==> src/rtl/lift_call_panel.sv <==
// ============================================================================
// Module   : lift_call_panel
// Purpose  : Lift call panel. It registers button presses as lamps and issues
//            pending calls by round-robin, with re-issue on timeout and halt.
// Revision : 1.0  initial release
// ============================================================================
`default_nettype none

module lift_call_panel #(
    parameter int ISSUE_GAP    = 2,
    parameter int RETRY_CYCLES = 64
) (
    input  logic       clk,
    input  logic       reset,
    input  logic [7:0] buttons,
    input  logic       emergency_stop,
    input  logic [2:0] current_floor,
    input  logic [1:0] door,
    output logic [2:0] req_floor,
    output logic       req_valid,
    output logic [7:0] lamps,
    output logic [3:0] pending_count,
    output logic       halted
);

    localparam logic [1:0] S_IDLE  = 2'd0;
    localparam logic [1:0] S_ISSUE = 2'd1;
    localparam logic [1:0] S_GAP   = 2'd2;
    localparam logic [1:0] S_HALT  = 2'd3;

    // The IDLE re-arm cycle is one of the idle cycles, so GAP runs one short.
    localparam int         c_GAP_CYCLES = (ISSUE_GAP >= 2) ? ISSUE_GAP - 1 : 0;
    localparam logic [3:0] c_GAP_LAST   = 4'((c_GAP_CYCLES > 0) ? c_GAP_CYCLES - 1 : 0);
    localparam logic [7:0] c_RETRY_LAST = 8'(RETRY_CYCLES - 1);

    logic [7:0] r_sync1;
    logic [7:0] r_sync2;
    logic [7:0] r_sync3;
    logic [7:0] r_lamps;
    logic [7:0] r_issued;
    logic [1:0] r_state;
    logic [1:0] w_state_nxt;
    logic [3:0] r_gap_cnt;
    logic [2:0] r_last;
    logic [2:0] r_req_floor;
    logic [7:0] r_retry;
    logic [3:0] r_pending;

    logic       w_door_open;
    logic [7:0] w_svc_mask;
    logic [7:0] w_rise;
    logic [7:0] w_lamps_nxt;
    logic       w_service;
    logic [7:0] w_eligible;
    logic [2:0] w_sel;
    logic [2:0] w_idx;
    logic       w_found;
    logic       w_fire;
    logic       w_retry_hit;
    logic       w_halt_exit;
    logic [7:0] w_issued_nxt;
    logic [3:0] w_pop;

    assign w_door_open = (door == 2'b10);
    assign w_svc_mask  = w_door_open ? (8'b1 << current_floor) : 8'h00;
    assign w_rise      = r_sync2 & ~r_sync3;
    assign w_lamps_nxt = (r_lamps | w_rise) & ~w_svc_mask;
    assign w_service   = |(r_lamps & w_svc_mask);
    // A floor being served this cycle is never offered for issue.
    assign w_eligible  = r_lamps & ~r_issued & ~w_svc_mask;

    always_comb begin
        w_sel   = 3'd0;
        w_found = 1'b0;
        w_idx   = 3'd0;
        for (int i = 0; i < 8; i++) begin
            w_idx = r_last + 3'(i + 1);
            if (!w_found && w_eligible[w_idx]) begin
                w_sel   = w_idx;
                w_found = 1'b1;
            end
        end
    end

    assign w_fire      = (r_state == S_ISSUE) && !emergency_stop && w_found;
    assign w_halt_exit = (r_state == S_HALT) && !emergency_stop;
    assign w_retry_hit = !w_fire && !w_service && (r_state != S_HALT)
                         && (r_lamps != 8'h00) && (r_retry == c_RETRY_LAST);

    always_comb begin
        w_issued_nxt = r_issued;
        if (w_fire) begin
            w_issued_nxt = w_issued_nxt | (8'b1 << w_sel);
        end
        w_issued_nxt = w_issued_nxt & ~w_svc_mask;
        if (w_retry_hit || w_halt_exit) begin
            w_issued_nxt = 8'h00;
        end
    end

    always_comb begin
        w_pop = 4'd0;
        for (int i = 0; i < 8; i++) begin
            w_pop = w_pop + {3'd0, r_lamps[i]};
        end
    end

    // State register
    always_ff @(posedge clk or posedge reset) begin
        if (reset) begin
            r_state <= S_IDLE;
        end else begin
            r_state <= w_state_nxt;
        end
    end

    // Next-state logic
    always_comb begin
        w_state_nxt = r_state;
        if (emergency_stop) begin
            w_state_nxt = S_HALT;
        end else begin
            case (r_state)
                S_IDLE:  if (|w_eligible) w_state_nxt = S_ISSUE;
                S_ISSUE: w_state_nxt = (c_GAP_CYCLES > 0) ? S_GAP : S_IDLE;
                S_GAP:   if (r_gap_cnt == c_GAP_LAST) w_state_nxt = S_IDLE;
                S_HALT:  w_state_nxt = S_IDLE;
                default: w_state_nxt = S_IDLE;
            endcase
        end
    end

    // Outputs
    always_comb begin
        req_valid     = w_fire;
        req_floor     = w_fire ? w_sel : r_req_floor;
        halted        = (r_state == S_HALT);
        lamps         = r_lamps;
        pending_count = r_pending;
    end

    always_ff @(posedge clk or posedge reset) begin
        if (reset) begin
            r_sync1     <= 8'h00;
            r_sync2     <= 8'h00;
            r_sync3     <= 8'h00;
            r_lamps     <= 8'h00;
            r_issued    <= 8'h00;
            r_gap_cnt   <= 4'd0;
            r_last      <= 3'd7;
            r_req_floor <= 3'd0;
            r_retry     <= 8'd0;
            r_pending   <= 4'd0;
        end else begin
            r_sync1   <= buttons;
            r_sync2   <= r_sync1;
            r_sync3   <= r_sync2;
            r_lamps   <= w_lamps_nxt;
            r_issued  <= w_issued_nxt;
            r_pending <= w_pop;

            if (r_state == S_GAP) begin
                r_gap_cnt <= r_gap_cnt + 4'd1;
            end else begin
                r_gap_cnt <= 4'd0;
            end

            if (w_fire) begin
                r_last      <= w_sel;
                r_req_floor <= w_sel;
            end

            if (w_fire || w_service || w_retry_hit) begin
                r_retry <= 8'd0;
            end else if ((r_state != S_HALT) && (r_lamps != 8'h00)
                         && (r_retry != c_RETRY_LAST)) begin
                r_retry <= r_retry + 8'd1;
            end
        end
    end

endmodule

`default_nettype wire

==> config.mk <==
export PLATFORM = sky130hd
export DESIGN_NAME = lift_call_panel
export DESIGN_NICKNAME = d
export VERILOG_FILES = /design/src/rtl/lift_call_panel.sv
export SDC_FILE = /design/constraint.sdc
export NUM_CORES = 1
export LEC_CHECK = 0
export ABC_AREA = 0
export CORE_MARGIN = 3
export CORE_UTILIZATION = 45
export DETAILED_ROUTE_END_ITERATION = 12
export MAX_ROUTING_LAYER = met4
export PLACE_DENSITY = 0.67
export RECOVER_POWER = 100
export SLEW_MARGIN = 20
export SYNTH_ARGS = -nofsm -noshare
export SYNTH_HDL_FRONTEND = slang
export SYNTH_SLANG_ARGS = --single-unit
==> constraint.sdc <==
create_clock -name clk -period 3.93 [get_ports clk]
set_clock_uncertainty 0.15 [all_clocks]
set_input_delay 0.786 -clock clk [delete_from_list [all_inputs] [get_ports clk]]
set_output_delay 0.786 -clock clk [all_outputs]
set_load 0.1 [all_outputs]
==> results.ini <==
[status]
status = complete, but fails checks
violations = negative setup slack

[sta]
drv_slew = 0
fin_crit_ns = 4.29
finalCritPeriodShare_pct = 109
max_freq_mhz = 233
setup_viol = 4
slew_headroom_pct = 34.8
worstMarginPinSlew_ns = 0.974
hold_violations = 0
rsz0062_at_grt = yes
setup_slack_ns = -0.356
holdWs_ns = 0.204

[layout]
area_growth_pct = 41.3
layout_commonest_cell = buf_4
num_antenna_cells = 0
layout.nets = 512
seq_area_um2 = 1610
layout_common_cells = buf_4 (81), dfrtp_1 (54), nor2_1 (42)
multi_input_area_um2 = 2240
drive_gt1_share_pct = 36.7
stdcell_count = 590
nFillCells = 607

[yosys]
synth_fp_nets = 392
syn-cell-area_um2 = 3800
yosys_warnings = 0
synth.distinct_cells = 60
yosysSeqAreaShare_pct = 42.2
synth_area_per_cell_um2 = 10.5
yosysTopAreaCellShare_pct = 40.2
ys_top_cells_by_area = dfrtp_1 (40%), mux4_2 (8.9%), nor2_1 (4.7%)
async_flop_share_pct = 100
ys_ff_latch = 64
yosys.area.top_type = dfrtp_1
syn_inst = 363
synth_edf_count = 0
synthFlopType = dfrtp_1

[critical_path]
r2r_end = r_issued[3]
cp_slowest_cell = mux4_2
path_cells = buf_6, nor3b_4, buf_6, a211o_1, mux4_2, buf_4, mux2i_2, buf_4, a211oi_1, buf_4, o211ai_1, o21ai_2, nor2_2, nor2_4, buf_12
crit_path_end_kind = output port
arrival_ns = 3.35
startpoint_type = input pin
worstSetupPathType = input pin to output port
crit-reg2reg-launch = r_last[0]
cpMostUsedCell = buf_4
cp.required_ns = 2.99
path_max_fanout = 4
r2r_cells = 15
rrSetupSlack_ns = 0.35
critical-path-max-stage-delay_ns = 0.51

[die]
io_pins = 33
die_area_um2 = 9590
core_um2 = 7970
die_h_um = 97.9
fp.dieW_um = 97.9
initial_core_util_pct = 47.7
rows = 32

[clock_tree]
cts-root-buf = clkbuf_8
htreeDepth = 3
postCtsHoldBufs = 0
cts_made_buffers = 9
cts_tree = built
clock-sinks = 64
clk_pin_slew_ns = 0.08
clk_latency_ns = 0.34
clk_path_buf_depth = 2

[drt]
ant_nets = 0
viasPerCell = 5.77
drtIter0Drc = 168
route.detailed.drc = 0
dr.pass1.iters = 4
drt_wl_total_mm = 10.7
route.vias.total = 3406
wl_per_cell_um = 18.2

[min_path]
whs_path_depth = 0
hp-class = register to register
hold_path_end = r_sync2[2]
hold_start = r_sync1[2]

[placement]
routabilityCongestion = 0.942
dp_cells = 563
port_buffers = 32
hpwl_mm = 8.23

[global_route]
antenna_found_initial = 0
grt_pass1_vias = 3525
grt_pass1_wl_mm = 17.7
track_usage_pct = 24.0
grt_overflow = 0
grt_max_degree = 34

[power]
peakVddDrop_v = 0.000344
power_mw = 4.73
powerDensity_nw_per_um2 = 880
p_leak_nw = 2.41

[job]
max-cap-violations = 0

## final cells by class
class / instances / area share (%)
Multi-Input combinational cell: 261 / 41.8
Sequential cell: 64 / 30.0
Timing Repair Buffer: 120 / 19.6
Tap cell: 102 / 2.38
Clock buffer: 9 / 2.31
Inverter: 27 / 2.03
Clock inverter: 7 / 1.89
## cells in the mapped netlist (4+ instances only)
master,n
a2111oi_0,4
a211o_1,5
a21o_1,4
a21oi_1,18
a22o_1,4
a22oi_1,5
clkbuf_1,5
dfrtp_1,61
fa_1,4
ha_1,9
inv_1,25
mux2i_1,8
mux4_2,15
nand2_1,19
nand2b_1,12
nand3_1,8
nor2_1,48
nor2b_1,7
nor3_1,7
o211ai_1,7
o21a_1,4
o21ai_0,7
xor2_1,10
## worst max-delay path by stage
stage	start	slack, ns	end
after floorplan	current_floor[2]	-0.40	req_floor[1]
after global placement	door[1]	-0.78	req_floor[1]
after detailed placement	door[1]	-0.82	req_floor[0]
after CTS	door[1]	-0.40	req_floor[0]
after global routing	door[1]	-0.44	req_floor[0]
final	door[1]	-0.36	req_floor[0]
## cell families after synthesis
group | after synthesis | share of synthesized area, %
adder cells (fa/ha/maj) | 13 | 5.07
AO/OA/AOI/OAI | 88 | 17.9
flip-flops | 64 | 42.2
buffers and inverters | 38 | 3.88
multiplexers | 26 | 11.9
AND/OR/NAND/NOR | 121 | 16.0
XOR/XNOR | 13 | 3.00
## worst max-delay path: cells and delay by family
| family | cells | cell delay, ns |
|---|---|---|
| AOI/OAI and AO/OA | 4 | 0.53 |
| buffers and inverters | 6 | 0.87 |
| muxes | 2 | 0.78 |
| and+or+nand+nor | 3 | 0.38 |
## stage by stage
step | utilization, % | instance area (µm²) | setup TNS, ns | worst slack, ns
final | 67.4 | 5370 | -1.26 | -0.356
after global routing | 67.4 | 5370 | -1.58 | -0.436
after CTS | 66.4 | 5290 | -1.44 | -0.404
after detailed placement | 61.7 | 4910 | -6.34 | -0.825
after global placement | 61.7 | 4910 | -5.36 | -0.784
after floorplan | - | 3890 | -0.844 | -0.402
## registers in the layout, indices dropped and copies added (netlist names)
signal and cells:
r_sync2 8, lamps 8, r_sync1 8, pending_count 4
r_gap_cnt 4, r_req_floor 3, r_last 3, r_sync3 8
r_state 2, r_issued 8, r_retry 8
## layer usage
metal  GRT usage, %  wire (µm)  vias up  share of wire, %
met2           39.6       5390       98                50
met5              -          0        -                 0
met1           30.1       4550     1710                42
li1               -          -     1573                 -
met3           3.86        476       25               4.4
met4           8.41        301        0               2.8
## repair_timing
action / in CTS / in global routing
pin swaps: 18 / 13
endpoints found under the setup margin: 7 / 4
setup buffers: 7 / 4
resized for setup: 49 / 13
endpoints found under the hold margin: 0 / 0
## report_power, final
group	switching, mW	internal, mW	total, mW	leakage (nW)
Sequential	0.0859	0.784	0.869	0.761
Combinational	1.71	1.50	3.21	1.54
Clock	0.282	0.362	0.644	0.106
Total	2.08	2.65	4.73	2.41
Power figures use the tool's default switching activity.
